`config.mk`:
```
export PLATFORM = sky130hd
export DESIGN_NAME = reservation_alu2_issue
export DESIGN_NICKNAME = d
export VERILOG_FILES = /design/src/rtl/reservation_alu2_issue.sv
export SDC_FILE = /design/constraint.sdc
export NUM_CORES = 1
export LEC_CHECK = 0
export ABC_AREA = 1
export BUFFER_PORTS_ARGS = -buffer_cell sky130_fd_sc_hd__buf_2
export CAP_MARGIN = 20
export CORE_AREA = 5 5 263 265
export DETAILED_ROUTE_END_ITERATION = 12
export DIE_AREA = 0 0 268 270
export PLACE_DENSITY = 0.46
export REMOVE_ABC_BUFFERS = 1
export SETUP_SLACK_MARGIN = 0.15
export SYNTH_ARGS = -nofsm -noshare
export SYNTH_HDL_FRONTEND = slang
export SYNTH_SLANG_ARGS = --single-unit
export TNS_END_PERCENT = 30
```
`constraint.sdc`:
```
create_clock -name iCLOCK -period 2.4 [get_ports iCLOCK]
set_input_delay 0.12 -clock iCLOCK [delete_from_list [all_inputs] [get_ports iCLOCK]]
set_output_delay 0.12 -clock iCLOCK [all_outputs]
set_load 0.01 [all_outputs]
```
`src/rtl/reservation_alu2_issue.sv`:
```
// ALU2 reservation station issue controller: allocates four entries,
// tracks their age and issues the oldest ready entry to ALU2.
module reservation_alu2_issue #(
  parameter int P_PAYLOAD_W = 128
) (
  input  logic                       iCLOCK,
  input  logic                       iRESET,
  input  logic                       iFLUSH,
  input  logic                       iDISPATCH_VALID,
  output logic                       oDISPATCH_LOCK,
  output logic [3:0]                 oENTRY_REGIST,
  output logic [3:0]                 oENTRY_REMOVE,
  output logic [3:0]                 oENTRY_EXOUT,
  input  logic [3:0]                 iENTRY_VALID,
  input  logic [3:0]                 iENTRY_MATCHING,
  input  logic [3:0]                 iENTRY_LOCK,
  input  logic [4*P_PAYLOAD_W-1:0]   iENTRY_PAYLOAD,
  output logic                       oEXE_VALID,
  output logic [P_PAYLOAD_W-1:0]     oEXE_PAYLOAD,
  output logic [1:0]                 oEXE_ENTRY,
  input  logic                       iEXE_BUSY,
  output logic [2:0]                 oCOUNT
);

  logic [3:0]             occupied;
  logic [1:0]             queue [4];
  logic [2:0]             count;
  logic                   exe_valid;
  logic [P_PAYLOAD_W-1:0] exe_payload;
  logic [1:0]             exe_entry;

  logic [3:0] free;
  logic [3:0] ready;
  logic       has_free;
  logic [1:0] alloc_idx;
  logic       alloc;
  logic       found;
  logic [1:0] sel_slot;
  logic [1:0] issue_idx;
  logic       issue;
  logic [1:0] q_next [4];
  logic [2:0] cnt_next;

  assign free     = ~occupied & ~iENTRY_LOCK;
  assign has_free = |free;
  assign ready    = occupied & iENTRY_VALID & iENTRY_MATCHING;
  assign alloc    = iDISPATCH_VALID & has_free & ~iFLUSH;

  // lowest-index free entry is the allocation target
  always_comb begin
    alloc_idx = 2'd0;
    for (int i = 3; i >= 0; i--) begin
      if (free[i]) alloc_idx = 2'(i);
    end
  end

  // oldest ready entry: lowest age-queue slot whose entry is ready
  always_comb begin
    found    = 1'b0;
    sel_slot = 2'd0;
    for (int k = 3; k >= 0; k--) begin
      if ((3'(k) < count) && ready[queue[k]]) begin
        found    = 1'b1;
        sel_slot = 2'(k);
      end
    end
  end

  assign issue_idx = queue[sel_slot];
  assign issue = found & (~exe_valid | ~iEXE_BUSY) & ~iFLUSH;

  // age queue: drop the issued slot first, then append at the tail
  always_comb begin
    for (int k = 0; k < 4; k++) q_next[k] = queue[k];
    cnt_next = count;
    if (issue) begin
      for (int k = 0; k < 3; k++) begin
        if (2'(k) >= sel_slot) q_next[k] = queue[k+1];
      end
      cnt_next = count - 3'd1;
    end
    if (alloc) begin
      q_next[cnt_next[1:0]] = alloc_idx;
      cnt_next = cnt_next + 3'd1;
    end
  end

  assign oDISPATCH_LOCK = ~has_free;
  assign oENTRY_REGIST  = alloc ? (4'b0001 << alloc_idx) : 4'b0000;
  assign oENTRY_EXOUT   = issue ? (4'b0001 << issue_idx) : 4'b0000;
  assign oENTRY_REMOVE  = {4{iFLUSH}};
  assign oEXE_VALID     = exe_valid;
  assign oEXE_PAYLOAD   = exe_payload;
  assign oEXE_ENTRY     = exe_entry;
  assign oCOUNT         = count;

  // occupancy, age queue and output register update
  always_ff @(posedge iCLOCK) begin
    if (iRESET) begin
      occupied    <= 4'b0000;
      count       <= 3'd0;
      for (int k = 0; k < 4; k++) queue[k] <= 2'd0;
      exe_valid   <= 1'b0;
      exe_payload <= '0;
      exe_entry   <= 2'd0;
    end else if (iFLUSH) begin
      occupied  <= 4'b0000;
      count     <= 3'd0;
      for (int k = 0; k < 4; k++) queue[k] <= 2'd0;
      exe_valid <= 1'b0;
    end else begin
      occupied <= (occupied & ~oENTRY_EXOUT) | oENTRY_REGIST;
      count    <= cnt_next;
      for (int k = 0; k < 4; k++) queue[k] <= q_next[k];
      if (issue) begin
        exe_valid   <= 1'b1;
        exe_payload <= iENTRY_PAYLOAD[issue_idx*P_PAYLOAD_W +: P_PAYLOAD_W];
        exe_entry   <= issue_idx;
      end else if (!iEXE_BUSY) begin
        exe_valid <= 1'b0;
      end
    end
  end

endmodule

```
==> Flow_metrics.wiki, run 1 <==
{| class="wikitable"
! Metric !! Value
|-
| Status || finished with violations
|-
| Violated checks || negative setup slack
|-
| Detailed-route wire length || 63800 µm
|-
| Yosys cell types || 29
|-
| Main combinational cell family by area after synthesis || simple AND/OR/NAND/NOR gates
|-
| CTS tree || yes
|-
| Vias || 16.7k
|-
| Minimum clock period after layout || 2.52 ns
|-
| Portion of netlist area occupied by mux cells || 0
|-
| Cell Chain, Critical Path || nor2_2 -> nor2_1 -> o21ai_1 -> nand3_2 -> nand2_4 -> nand2_8 -> nand2_4 -> nand3_4 -> nand2_8 -> buf_16 -> buf_6 -> nand2_4 -> nor2_2 -> buf_2
|-
| Critical register-to-register path startpoint || queue[1][0]
|-
| Final std cells w/o fill || 4112
|-
| Placement Rows || 95
|-
| Element type at the critical path end || primary output
|-
| Worst hold start || iENTRY_PAYLOAD[399]
|-
| Global routing usage summed across all routing layers || 0.166
|-
| Total area of sequential cells || 2990 µm²
|-
| Hold depth || 7
|-
| Post-route antenna net violation count || 0
|-
| Worst R2R Path Depth || 18
|-
| Largest buffer count on any clock path || 2
|-
| Depth of the CTS H-tree || 4
|-
| Clock Latency Late Sink || 0.48 ns
|-
| Worst Path Max Fanout || 6
|-
| Max incr delay on CP || 0.45 ns
|-
| Synthesized-area fraction occupied by and/or/nand/nor cells || 0.472
|-
| Max Slew Vio Count || 0
|-
| Pin count of the biggest net entering global routing || 77
|-
| Area fraction in compound gates after synthesis || 0.0194
|-
| GRT met1 Usage || 0.201
|-
| Maximum clock frequency || 397 MHz
|-
| Share of the yosys chip area belonging to registers || 0.237
|-
| Areal power density over the cells || 454 nW/µm²
|-
| Critical-path cell with the highest stage delay || sky130_fd_sc_hd__edfxtp_1
|-
| Setup-failing EPs final || 40
|-
| Lkg Pwr || 12.6 nW
|-
| Mean number of vias per cell || 4.07
|-
| Arrival time of the worst setup path || 2.40 ns
|-
| Clock-pin slew on the worst setup and hold paths || 0.07 ns
|-
| Total congestion overflow || 0
|-
| Maximum vdd ir drop || 0.000355 V
|-
| Overall die width || 268 µm
|-
| Routability congestion estimate || 0.893
|-
| Cell type with the largest total area after synthesis || sky130_fd_sc_hd__dfxtp_1
|-
| Launching element type of the critical path || register
|-
| Reg-to-reg setup timing slack || -0.10 ns
|-
| # port buffers || 675
|-
| Detailed placer's ending HPWL || 48500 µm
|-
| # IOs || 676
|-
| Busiest grt layer || met2
|-
| Root cell of the clock tree || sky130_fd_sc_hd__clkbuf_16
|-
| Yosys top cell area share || 0.223
|-
| Final Net Count || 3751
|-
| Flip-flop and latch count after synthesis || 146
|-
| First-iteration detailed-routing DRC count || 792
|-
| RSZ-0062 raised after global routing || true
|-
| Wire length per cell || 15.5 µm
|-
| Worst hold margin || 0.0433 ns
|-
| Combined area of the multi-input logic cells || 6630 µm²
|-
| Adder and majority gate portion of the synthesized area || 0.00596
|-
| Die area || 72400 µm²
|-
| Class of the tightest hold or removal check || in -> reg
|-
| Max transition margin || 0.541
|-
| Critical path class || reg -> out
|-
| Count of yosys warnings during synthesis || 0
|-
| Dominant cells by area after synthesis || sky130_fd_sc_hd__dfxtp_1 (22%), sky130_fd_sc_hd__nand3_1 (21%), sky130_fd_sc_hd__inv_1 (20%)
|-
| Initial core utilization || 0.189
|-
| Core ar. || 66600 µm²
|-
| Most frequent cells in the layout || sky130_fd_sc_hd__buf_2 (672), sky130_fd_sc_hd__inv_1 (665), sky130_fd_sc_hd__nand2_1 (552), sky130_fd_sc_hd__nand3_1 (519), sky130_fd_sc_hd__nor2_1 (267)
|-
| Final setup slack of the worst path || -0.121 ns
|-
| Chip Height || 270 µm
|-
| Area of the mapped netlist || 12600 µm²
|-
| Reg-to-Reg End || oEXE_PAYLOAD[90]
|-
| Residual DRC count || 0
|-
| Initial DRT Pass Iterations || 7
|-
| Xor/xnor share of the synthesized area || 0.00139
|-
| Via count of the first global-routing pass || 16.7k
|-
| Sinks on the clock net || 146
|-
| Final design utilization || 0.303
|-
| Average cell area after synthesis || 5.22 µm²
|-
| Post-Syn Instances || 2410
|-
| Buffers and inverters on the worst path || 3
|-
| # placed instances || 3986
|-
| Leading cell type in the layout, fill and taps excluded || sky130_fd_sc_hd__buf_2
|-
| Filler cell count || 7784
|-
| Layout cells sized above 1 || 0.308
|-
| Routing usage on met2 || 0.290
|-
| Wire length of the first global-routing pass || 94000 µm
|-
| Most repeated library cell on the critical path || sky130_fd_sc_hd__nand2_4
|-
| Number of max-cap violations || 0
|-
| Capture endpoint of the worst hold path || oEXE_PAYLOAD[15]
|-
| Clock buffers created by TritonCTS || 17
|-
| Final period util || 1.05
|-
| Growth of design area from synthesis to finish || 60.3%
|-
| Tightest Pin Transition || 0.689 ns
|-
| Endpoints failing hold || 0
|-
| Data required time of the critical path || 2.28 ns
|-
| Kind of cell adding the most delay to the critical path || simple AND/OR/NAND/NOR gates
|-
| Max Clock Skew || 0.0127 ns
|-
| Initial antenna violation count || 11
|-
| Met3 Use GR || 0.0428
|}
-- worst min-delay path: stages --
cell and delay, ns:
sky130_fd_sc_hd__buf_2 0.08, sky130_fd_sc_hd__inv_1 0.03, sky130_fd_sc_hd__nand2_1 0.05, sky130_fd_sc_hd__nand3_1 0.07, sky130_fd_sc_hd__nand3_1 0.07, sky130_fd_sc_hd__nand2_1 0.05, sky130_fd_sc_hd__inv_1 0.04
-- power breakdown --
part	leakage [nW]	internal, mW	switching [mW]	total [mW]
registers	1.20	2.59	0.0797	2.67
clock network	0.318	1.83	1.22	3.05
logic	11.1	1.59	1.87	3.45
total	12.6	6.01	3.16	9.17
-- logic make-up (layout without fill, tap and decap cells) --
group	after synthesis	count (layout)
other cells	1	14
buf+inv	823	1639
compound gates	42	42
fa+ha+maj	6	6
xor+xnor	2	2
flops	146	146
simple gates	1390	1390
-- metal layers --
| metal | wire length [µm] | part of all wire |
|---|---|---|
| met4 | 1470 | 0.023 |
| met1 | 26800 | 0.42 |
| met5 | 37 | 0.00058 |
| met3 | 4270 | 0.067 |
| met2 | 31200 | 0.49 |
-- repair_timing --
item | in CTS | in global routing
cloned | 9 | 4
buffers inserted | 22 | 5
resized for setup | 110 | 37
endpoints found under the setup margin | 151 | 151
hold endpoints to repair | 33 | 0
pin swaps | 21 | 14
hold buffers | 44 | 0
-- worst max path at each step --
stage	slack [ns]	endpoint	depth (start not counted)	start
5_1_grt	-0.30	oENTRY_EXOUT[1]	14	queue[1][0]
3_3_place_gp	-0.07	oEXE_PAYLOAD[50]	14	occupied[0]
4_1_cts	-0.16	oENTRY_EXOUT[1]	15	occupied[2]
2_1_floorplan	-5.13	occupied[3]	12	oCOUNT[1]
6_report	-0.12	oENTRY_EXOUT[1]	14	queue[1][0]
3_5_place_dp	-0.07	oEXE_PAYLOAD[50]	16	oCOUNT[1]
-- flip-flops by register name (all words and copies together) (netlist names) --
signal,count
queue,8
oEXE_ENTRY,2
occupied,4
oEXE_PAYLOAD,128
oCOUNT,3
oEXE_VALID,1
-- metrics by stage --
step	area (µm²)	worst slack (ns)	total power [mW]	TNS (ns)
after floorplan	11800	-5.13	4.25	-676.38
after global placement	18000	-0.0710	5.77	-0.314
after detailed placement	18000	-0.0719	5.75	-0.240
after CTS	19900	-0.156	9.23	-6.68
after global routing	20200	-0.296	9.80	-19.24
final	20200	-0.121	9.17	-1.86
-- cells in the mapped netlist --
master and instances:
sky130_fd_sc_hd__conb_1 1, sky130_fd_sc_hd__dfxtp_1 140, sky130_fd_sc_hd__inv_1 670, sky130_fd_sc_hd__buf_2 75, sky130_fd_sc_hd__buf_1 7, sky130_fd_sc_hd__nand2_2 2, sky130_fd_sc_hd__o21ai_4 1, sky130_fd_sc_hd__nor2_1 275
sky130_fd_sc_hd__nand2_1 564, sky130_fd_sc_hd__a31oi_1 1, sky130_fd_sc_hd__ha_1 6, sky130_fd_sc_hd__buf_4 35, sky130_fd_sc_hd__nand2_4 2, sky130_fd_sc_hd__inv_2 5, sky130_fd_sc_hd__o211ai_1 4, sky130_fd_sc_hd__a211oi_1 2
sky130_fd_sc_hd__nand3_2 3, sky130_fd_sc_hd__clkinv_1 1, sky130_fd_sc_hd__buf_6 2, sky130_fd_sc_hd__a21o_1 1, sky130_fd_sc_hd__o21ai_0 9, sky130_fd_sc_hd__nor3_1 5, sky130_fd_sc_hd__xor2_1 2, sky130_fd_sc_hd__a21oi_1 14
sky130_fd_sc_hd__clkbuf_1 28, sky130_fd_sc_hd__o21ai_1 9, sky130_fd_sc_hd__edfxtp_1 6, sky130_fd_sc_hd__a21oi_2 1, sky130_fd_sc_hd__nand3_1 539
-- cell type report --
type,count,area share
Antenna cell,10,0.00124
Sequential cell,146,0.148
Timing Repair Buffer,931,0.309
Clock buffer,21,0.0233
Clock inverter,11,0.00862
Tap cell,873,0.0541
Multi-Input combinational cell,1444,0.329
Inverter,676,0.127
Note: power is estimated with default switching activity, not from simulation.
==> run 2, diff against run 1 <==
BUFFER_PORTS_ARGS = -buffer_cell sky130_fd_sc_hd__buf_4   (was -buffer_cell sky130_fd_sc_hd__buf_2)
==> run 2 against run 1 <==
The flow still finishes with violations (negative setup slack). Wire length grew 9.7%. Clock skew grew 0.0021 ns. First-iteration DRC count grew 16%. Final area grew 15%. Utilization grew 4.5 points. Combinational power grew 23%. Clock power shrank 7.9%. Sequential share of layout area shrank 1.9 points. Critical path depth grew 7. Sequential power is essentially flat. Sequential cell count is the same. Worst hold slack lost 0.012 ns. Largest cell class is now non-clock buffers. Largest power group unchanged.
==> Flow_metrics.wiki, run 2 (synthesized netlist as in run 1, its figures left out) <==
{| class="wikitable"
! Metric !! Value
|-
| Hold depth || 7 (unchanged)
|-
| Clock buffers created by TritonCTS || 17 (unchanged)
|-
| Class of the tightest hold or removal check || in -> reg (unchanged)
|-
| Routability congestion estimate || 0.868 (was 0.893)
|-
| Via count of the first global-routing pass || 16.4k (was 16.7k)
|-
| Total congestion overflow || 0 (unchanged)
|-
| Most frequent cells in the layout || sky130_fd_sc_hd__buf_4 (773), sky130_fd_sc_hd__inv_1 (660), sky130_fd_sc_hd__nand2_1 (476), sky130_fd_sc_hd__nand3_1 (395), sky130_fd_sc_hd__nor2_1 (266) (was sky130_fd_sc_hd__buf_2 (672), sky130_fd_sc_hd__inv_1 (665), sky130_fd_sc_hd__nand2_1 (552), sky130_fd_sc_hd__nand3_1 (519), sky130_fd_sc_hd__nor2_1 (267))
|-
| Routing usage on met2 || 0.305 (was 0.290)
|-
| Cell area after layout || 23200 µm² (was 20200 µm²)
|-
| Maximum vdd ir drop || 0.000283 V (was 0.000355 V)
|-
| Root cell of the clock tree || sky130_fd_sc_hd__clkbuf_16 (unchanged)
|-
| Overall die width || 268 µm (unchanged)
|-
| Vias || 17.0k (was 16.7k)
|-
| Areal power density over the cells || 420 nW/µm² (was 454 nW/µm²)
|-
| Busiest grt layer || met2 (unchanged)
|-
| First-iteration detailed-routing DRC count || 916 (was 792)
|-
| Final design utilization || 0.348 (was 0.303)
|-
| # IOs || 676 (unchanged)
|-
| Global routing usage summed across all routing layers || 0.178 (was 0.166)
|-
| Lkg Pwr || 13.5 nW (was 12.6 nW)
|-
| Worst slack at placement || -0.137 ns (was -0.0719 ns)
|-
| Data required time of the critical path || 2.77 ns (was 2.28 ns)
|-
| # port buffers || 675 (unchanged)
|-
| Chip Height || 270 µm (unchanged)
|-
| Status || finished with violations (unchanged)
|-
| Launching element type of the critical path || register (unchanged)
|-
| Setup-failing EPs final || 62 (was 40)
|-
| RSZ-0062 raised after global routing || true (unchanged)
|-
| Max Clock Skew || 0.0148 ns (was 0.0127 ns)
|-
| Placement Rows || 95 (unchanged)
|-
| Mean number of vias per cell || 4.17 (was 4.07)
|-
| Layout cells sized above 1 || 0.377 (was 0.308)
|-
| Placed Instance Area || 19400 µm² (was 18000 µm²)
|-
| Final setup slack of the worst path || -0.123 ns (was -0.121 ns)
|-
| Met3 Use GR || 0.0522 (was 0.0428)
|-
| Number of max-cap violations || 0 (unchanged)
|-
| Depth of the CTS H-tree || 4 (unchanged)
|-
| Endpoints failing hold || 0 (unchanged)
|-
| Die area || 72400 µm² (unchanged)
|-
| Flip-flop count of the largest register after layout || 128 (unchanged)
|-
| Max Slew Vio Count || 0 (unchanged)
|-
| Worst Path Max Fanout || 6 (unchanged)
|-
| Detailed-route wire length || 70000 µm (was 63800 µm)
|-
| Worst R2R Path Depth || 21 (was 18)
|-
| Initial core utilization || 0.189 (unchanged)
|-
| Total power || 9.73 mW (was 9.17 mW)
|-
| Critical path class || reg -> reg (was reg -> out)
|-
| Initial antenna violation count || 6 (was 11)
|-
| Maximum clock frequency || 396 MHz (was 397 MHz)
|-
| Element type at the critical path end || register (was primary output)
|-
| Arrival time of the worst setup path || 2.90 ns (was 2.40 ns)
|-
| Final Net Count || 3725 (was 3751)
|-
| Residual DRC count || 0 (unchanged)
|-
| Wire length per cell || 17.2 µm (was 15.5 µm)
|-
| Post-route antenna net violation count || 0 (unchanged)
|-
| Sinks on the clock net || 146 (unchanged)
|-
| Leading cell type in the layout, fill and taps excluded || sky130_fd_sc_hd__buf_4 (was sky130_fd_sc_hd__buf_2)
|-
| Violated checks || negative setup slack (unchanged)
|-
| Largest buffer count on any clock path || 2 (unchanged)
|-
| Final period util || 1.05 (about the same)
|-
| Wire length of the first global-routing pass || 98700 µm (was 94000 µm)
|-
| Aggregate negative setup slack || -3.71 ns (was -1.86 ns)
|-
| Initial DRT Pass Iterations || 5 (was 7)
|-
| Minimum clock period after layout || 2.52 ns (about the same)
|-
| Core ar. || 66600 µm² (unchanged)
|-
| Pin count of the biggest net entering global routing || 78 (was 77)
|-
| GRT met1 Usage || 0.213 (was 0.201)
|-
| CTS tree || yes (unchanged)
|-
| Clock Latency Late Sink || 0.47 ns (was 0.48 ns)
|-
| Growth of design area from synthesis to finish || 84.1% (was 60.3%)
|-
| Detailed placer's ending HPWL || 49300 µm (was 48500 µm)
|-
| Clock-pin slew on the worst setup and hold paths || 0.07 ns (about the same)
|}
==> run 2: per-layer routing <==
metal | part of all wire | routed length [µm]
met3 | 0.073 | 5120
met5 | 0.00059 | 41
met1 | 0.40 | 28300
met2 | 0.49 | 34600
met4 | 0.027 | 1890
==> run 2: report_power, final <==
part / internal (mW) / leakage [nW] / switching, mW
Combinational: 2.11 / 12.0 / 2.13
Clock: 1.63 / 0.287 / 1.18
Sequential: 2.59 / 1.20 / 0.0862
==> run 2: final cells by class <==
class	count	area (µm²)
Clock inverter	13	160
Antenna cell	3	7.51
Fill cell	7439	43400
Clock buffer	18	429
Tap cell	873	1090
Multi-Input combinational cell	1444	7670
Sequential cell	146	2990
Timing Repair Buffer	905	8270
Inverter	676	2560
==> run 2: stage by stage <==
| stage | hold slack, ns | std cells |
|---|---|---|
| 3_5_place_dp | 0.422 | 3944 |
| 4_1_cts | 0.00118 | 4060 |
| 6_report | 0.0309 | 4078 |
| 5_1_grt | 0.0223 | 4075 |
| 3_3_place_gp | 0.426 | 3944 |
| 2_1_floorplan | 0.240 | 2266 |
==> run 2: worst paths after layout <==
kind                                          to                 from  slack, ns
worst min-delay path             oEXE_PAYLOAD[4]  iENTRY_PAYLOAD[388]       0.03
worst max-delay path            oEXE_PAYLOAD[15]          queue[3][1]      -0.12
worst min register to register        oEXE_VALID           oEXE_VALID       0.48
worst max register to register  oEXE_PAYLOAD[15]          queue[3][1]      -0.12
==> run 2: timing repair <==
action	CTS	global route
cloned	19	11
pin swaps	73	94
gates resized for setup	203	224
buffers inserted	50	4
hold buffers	16	0
endpoints found under the hold margin	14	0
endpoints found under the setup margin	150	150
==> run 2: worst max-delay path, stage by stage (launching register included) <==
cell and delay [ns]:
sky130_fd_sc_hd__edfxtp_1 0.48, sky130_fd_sc_hd__inv_2 0.11, sky130_fd_sc_hd__nand3_2 0.08, sky130_fd_sc_hd__nand2_2 0.10, sky130_fd_sc_hd__nand2_2 0.06, sky130_fd_sc_hd__nand2_2 0.08, sky130_fd_sc_hd__buf_6 0.10, sky130_fd_sc_hd__nand3_4 0.09
sky130_fd_sc_hd__inv_4 0.10, sky130_fd_sc_hd__buf_12 0.11, sky130_fd_sc_hd__nand3_4 0.09, sky130_fd_sc_hd__nand2_8 0.08, sky130_fd_sc_hd__buf_6 0.10, sky130_fd_sc_hd__buf_12 0.15, sky130_fd_sc_hd__buf_12 0.14, sky130_fd_sc_hd__buf_12 0.12
sky130_fd_sc_hd__buf_16 0.13, sky130_fd_sc_hd__nand2_1 0.07, sky130_fd_sc_hd__nand3_2 0.07, sky130_fd_sc_hd__nand3_2 0.06, sky130_fd_sc_hd__nand2_1 0.07, sky130_fd_sc_hd__inv_1 0.03
==> run 3, diff against run 2 <==
CTS_BUF_LIST = sky130_fd_sc_hd__clkbuf_4   (was default)
==> run 3 against run 2 <==
Global-route usage grew 1.6 points. Sequential power is essentially flat. Die area is the same. Wire length grew 6.6%. Clock-buffer cell count is the same. Fmax shrank 9.8%. The flow still finishes with violations (negative setup slack). First-iteration DRC count grew 7.9%. Final area grew 16%. Utilization grew 5.6 points.
==> Flow_metrics.wiki, run 3 (synthesized netlist as in run 1, its figures left out) <==
{| class="wikitable"
! Metric !! Value
|-
| Detailed-route wire length || 74600 µm (was 70000 µm)
|-
| Max incr delay on CP || 0.39 ns (was 0.48 ns)
|-
| Data required time of the critical path || 2.28 ns (was 2.77 ns)
|-
| Die area || 72400 µm² (unchanged)
|-
| Max transition margin || 0.664
|-
| Endpoints failing hold || 0 (unchanged)
|-
| Max Slew Vio Count || 0 (unchanged)
|-
| Most frequent cells in the layout || sky130_fd_sc_hd__buf_4 (778), sky130_fd_sc_hd__inv_1 (660), sky130_fd_sc_hd__nand2_1 (538), sky130_fd_sc_hd__dlygate4sd3_1 (522), sky130_fd_sc_hd__nand3_1 (499) (was sky130_fd_sc_hd__buf_4 (773), sky130_fd_sc_hd__inv_1 (660), sky130_fd_sc_hd__nand2_1 (476), sky130_fd_sc_hd__nand3_1 (395), sky130_fd_sc_hd__nor2_1 (266))
|-
| CTS tree || yes (unchanged)
|-
| Launching element type of the critical path || register (unchanged)
|-
| Maximum vdd ir drop || 0.000211 V (was 0.000283 V)
|-
| First element of the critical path || occupied[2] (was queue[3][1])
|-
| Clock-pin slew on the worst setup and hold paths || 0.17 ns (was 0.07 ns)
|-
| Final Net Count || 4222 (was 3725)
|-
| Switch share || 0.364 (was 0.349)
|-
| Clock Latency Late Sink || 0.70 ns (was 0.47 ns)
|-
| Capture endpoint of the worst hold path || occupied[2] (was oEXE_PAYLOAD[4])
|-
| Hold depth || 7 (unchanged)
|-
| Setup-failing EPs final || 136 (was 62)
|-
| Leading cell type in the layout, fill and taps excluded || sky130_fd_sc_hd__buf_4 (unchanged)
|-
| Global routing usage summed across all routing layers || 0.194 (was 0.178)
|-
| # port buffers || 675 (unchanged)
|-
| Root cell of the clock tree || sky130_fd_sc_hd__clkbuf_4 (was sky130_fd_sc_hd__clkbuf_16)
|-
| Final std cells w/o fill || 4580 (was 4078)
|-
| Pin count of the biggest net entering global routing || 78 (unchanged)
|-
| Filler cell count || 6915 (was 7439)
|-
| # IOs || 676 (unchanged)
|-
| Max Clock Skew || 0.0471 ns (was 0.0148 ns)
|-
| Status || finished with violations (unchanged)
|-
| Initial core utilization || 0.189 (unchanged)
|-
| Element type at the critical path end || primary output (was register)
|-
| Final period util || 1.17 (was 1.05)
|-
| Tightest Pin Transition || 0.503 ns
|-
| RSZ-0062 raised after global routing || true (unchanged)
|-
| Detailed placer's ending HPWL || 49300 µm (unchanged)
|-
| Violated checks || negative setup slack (unchanged)
|-
| Sinks on the clock net || 146 (unchanged)
|-
| Total congestion overflow || 0 (unchanged)
|-
| Growth of design area from synthesis to finish || 114% (was 84.1%)
|-
| Via count of the first global-routing pass || 19.5k (was 16.4k)
|-
| Cell Chain, Critical Path || nand3_4 -> nand2_1 -> nand2_1 -> a21oi_2 -> o21ai_4 -> buf_6 -> buf_4 -> nand3_2 -> nand3_4 -> nand2_8 -> inv_8 -> buf_12 -> buf_8 -> nor2_4 -> buf_6 (was inv_2 -> nand3_2 -> nand2_2 -> nand2_2 -> nand2_2 -> buf_6 -> nand3_4 -> inv_4 -> buf_12 -> nand3_4 -> nand2_8 -> buf_6 -> buf_12 -> buf_12 -> buf_12 -> buf_16 -> nand2_1 -> nand3_2 -> nand3_2 -> nand2_1 -> inv_1)
|-
| Largest buffer count on any clock path || 2 (unchanged)
|-
| Chip Height || 270 µm (unchanged)
|-
| Wire length of the first global-routing pass || 110000 µm (was 98700 µm)
|-
| Residual DRC count || 0 (unchanged)
|-
| First-iteration detailed-routing DRC count || 988 (was 916)
|-
| Initial antenna violation count || 8 (was 6)
|-
| Combinational group share of total power || 0.512 (was 0.436)
|-
| Wire length per cell || 16.3 µm (was 17.2 µm)
|-
| Worst R2R Path Depth || 21 (unchanged)
|-
| Initial DRT Pass Iterations || 5 (unchanged)
|-
| Clock buffers created by TritonCTS || 17 (unchanged)
|-
| Minimum clock period after layout || 2.80 ns (was 2.52 ns)
|-
| Vias || 19.3k (was 17.0k)
|-
| Class of the tightest hold or removal check || in -> reg (unchanged)
|-
| Aggregate negative setup slack || -20.15 ns (was -3.71 ns)
|-
| Layout cells sized above 1 || 0.280 (was 0.377)
|-
| Mean number of vias per cell || 4.21 (was 4.17)
|-
| Areal power density over the cells || 341 nW/µm² (was 420 nW/µm²)
|-
| Critical path class || reg -> out (was reg -> reg)
|-
| Internal power || 5.84 mW (was 6.33 mW)
|-
| Part of the power in the clock network || 0.197 (was 0.289)
|-
| Arrival time of the worst setup path || 2.68 ns (was 2.90 ns)
|-
| Post-route antenna net violation count || 0 (unchanged)
|-
| Lkg Pwr || 15.1 nW (was 13.5 nW)
|-
| Placed Instance Area || 19400 µm² (unchanged)
|-
| Net switching power || 3.34 mW (was 3.40 mW)
|-
| Cell area after layout || 26900 µm² (was 23200 µm²)
|-
| Depth of the CTS H-tree || 4 (unchanged)
|-
| Reg-to-Reg End || oEXE_PAYLOAD[13] (was oEXE_PAYLOAD[15])
|-
| Core ar. || 66600 µm² (unchanged)
|-
| Placement Rows || 95 (unchanged)
|-
| Critical register-to-register path startpoint || queue[3][1] (unchanged)
|-
| Part of the power in registers || 0.292 (was 0.275)
|-
| Overall die width || 268 µm (unchanged)
|-
| # placed instances || 3944 (unchanged)
|-
| Worst Path Max Fanout || 6 (unchanged)
|-
| Routability congestion estimate || 0.868 (unchanged)
|-
| Critical-path cell with the highest stage delay || sky130_fd_sc_hd__dfxtp_2 (was sky130_fd_sc_hd__edfxtp_1)
|-
| Final setup slack of the worst path || -0.397 ns (was -0.123 ns)
|-
| Reg-to-reg setup timing slack || -0.28 ns (was -0.12 ns)
|-
| Worst hold start || iENTRY_LOCK[0] (was iENTRY_PAYLOAD[388])
|-
| Maximum clock frequency || 358 MHz (was 396 MHz)
|-
| Flip-flop count of the largest register after layout || 128 (unchanged)
|-
| Number of max-cap violations || 0 (unchanged)
|}
==> run 3: per-layer routing <==
metal | wire [µm] | up-vias | track usage | share of wire
met5 | 13 | - | 0 | 0.00017
met2 | 36300 | 787 | 0.337 | 0.49
met4 | 3690 | 2 | 0.0921 | 0.050
met1 | 29500 | 8680 | 0.226 | 0.40
met3 | 5080 | 196 | 0.0433 | 0.068
li1 | - | 9629 | - | -
==> run 3: what timing repair did <==
| action | CTS | global route |
|---|---|---|
| resized for setup | 162 | 73 |
| hold buffers | 523 | 0 |
| endpoints found under the hold margin | 146 | 0 |
| cloned | 18 | 3 |
| buffers inserted | 48 | 5 |
| pin swaps | 34 | 26 |
| setup endpoints to repair | 150 | 151 |
==> run 3: power by group through the flow <==
stage          combinational [mW]  clock [mW]  sequential [mW]
2_1_floorplan                1.47           0             2.78
4_1_cts                      4.55        1.93             2.68
5_1_grt                      5.09        2.00             2.69
3_5_place_dp                 3.31           0             2.73
6_report                     4.70        1.80             2.67
3_3_place_gp                 3.32           0             2.72
==> run 3: how the worst max path moves through the flow <==
stage | to | slack (ns) | cells after the start
2_1_floorplan | occupied[3] | -5.13 | 12
3_3_place_gp | oENTRY_EXOUT[0] | -0.12 | 15
3_5_place_dp | oENTRY_EXOUT[0] | -0.14 | 14
4_1_cts | oENTRY_EXOUT[0] | -0.47 | 16
5_1_grt | oENTRY_EXOUT[1] | -0.61 | 16
6_report | oENTRY_EXOUT[1] | -0.40 | 15
==> run 3: layout make-up <==
class | count | area (µm²) | area share
multi-input cells | 1444 | 6940 | 0.258
clock buffers | 18 | 135 | 0.00502
inverters | 676 | 2560 | 0.0951
repair buffers | 1402 | 13000 | 0.484
diodes | 8 | 20.0 | 0.000744
flip-flops and latches | 146 | 2990 | 0.111
clock inverters | 13 | 160 | 0.00595
well taps | 873 | 1090 | 0.0406
==> run 3: critical path, delay by kind of cell, from the launching register on <==
| family | cells | cell delay, ns |
|---|---|---|
| DFF | 1 | 0.39 |
| AOI/OAI and AO/OA | 2 | 0.24 |
| buffers and inverters | 6 | 0.68 |
| and+or+nand+nor | 7 | 0.66 |
==> run 3: metrics by stage <==
step	hold WS (ns)	util	total power [mW]	setup WS, ns
finish	0.174	0.404	9.17	-0.397
global route	0.0971	0.404	9.78	-0.608
CTS	0.0426	0.398	9.16	-0.474
detailed placement	0.422	0.292	6.04	-0.137
global placement	0.426	0.292	6.05	-0.125
floorplan	0.240	-	4.25	-5.13
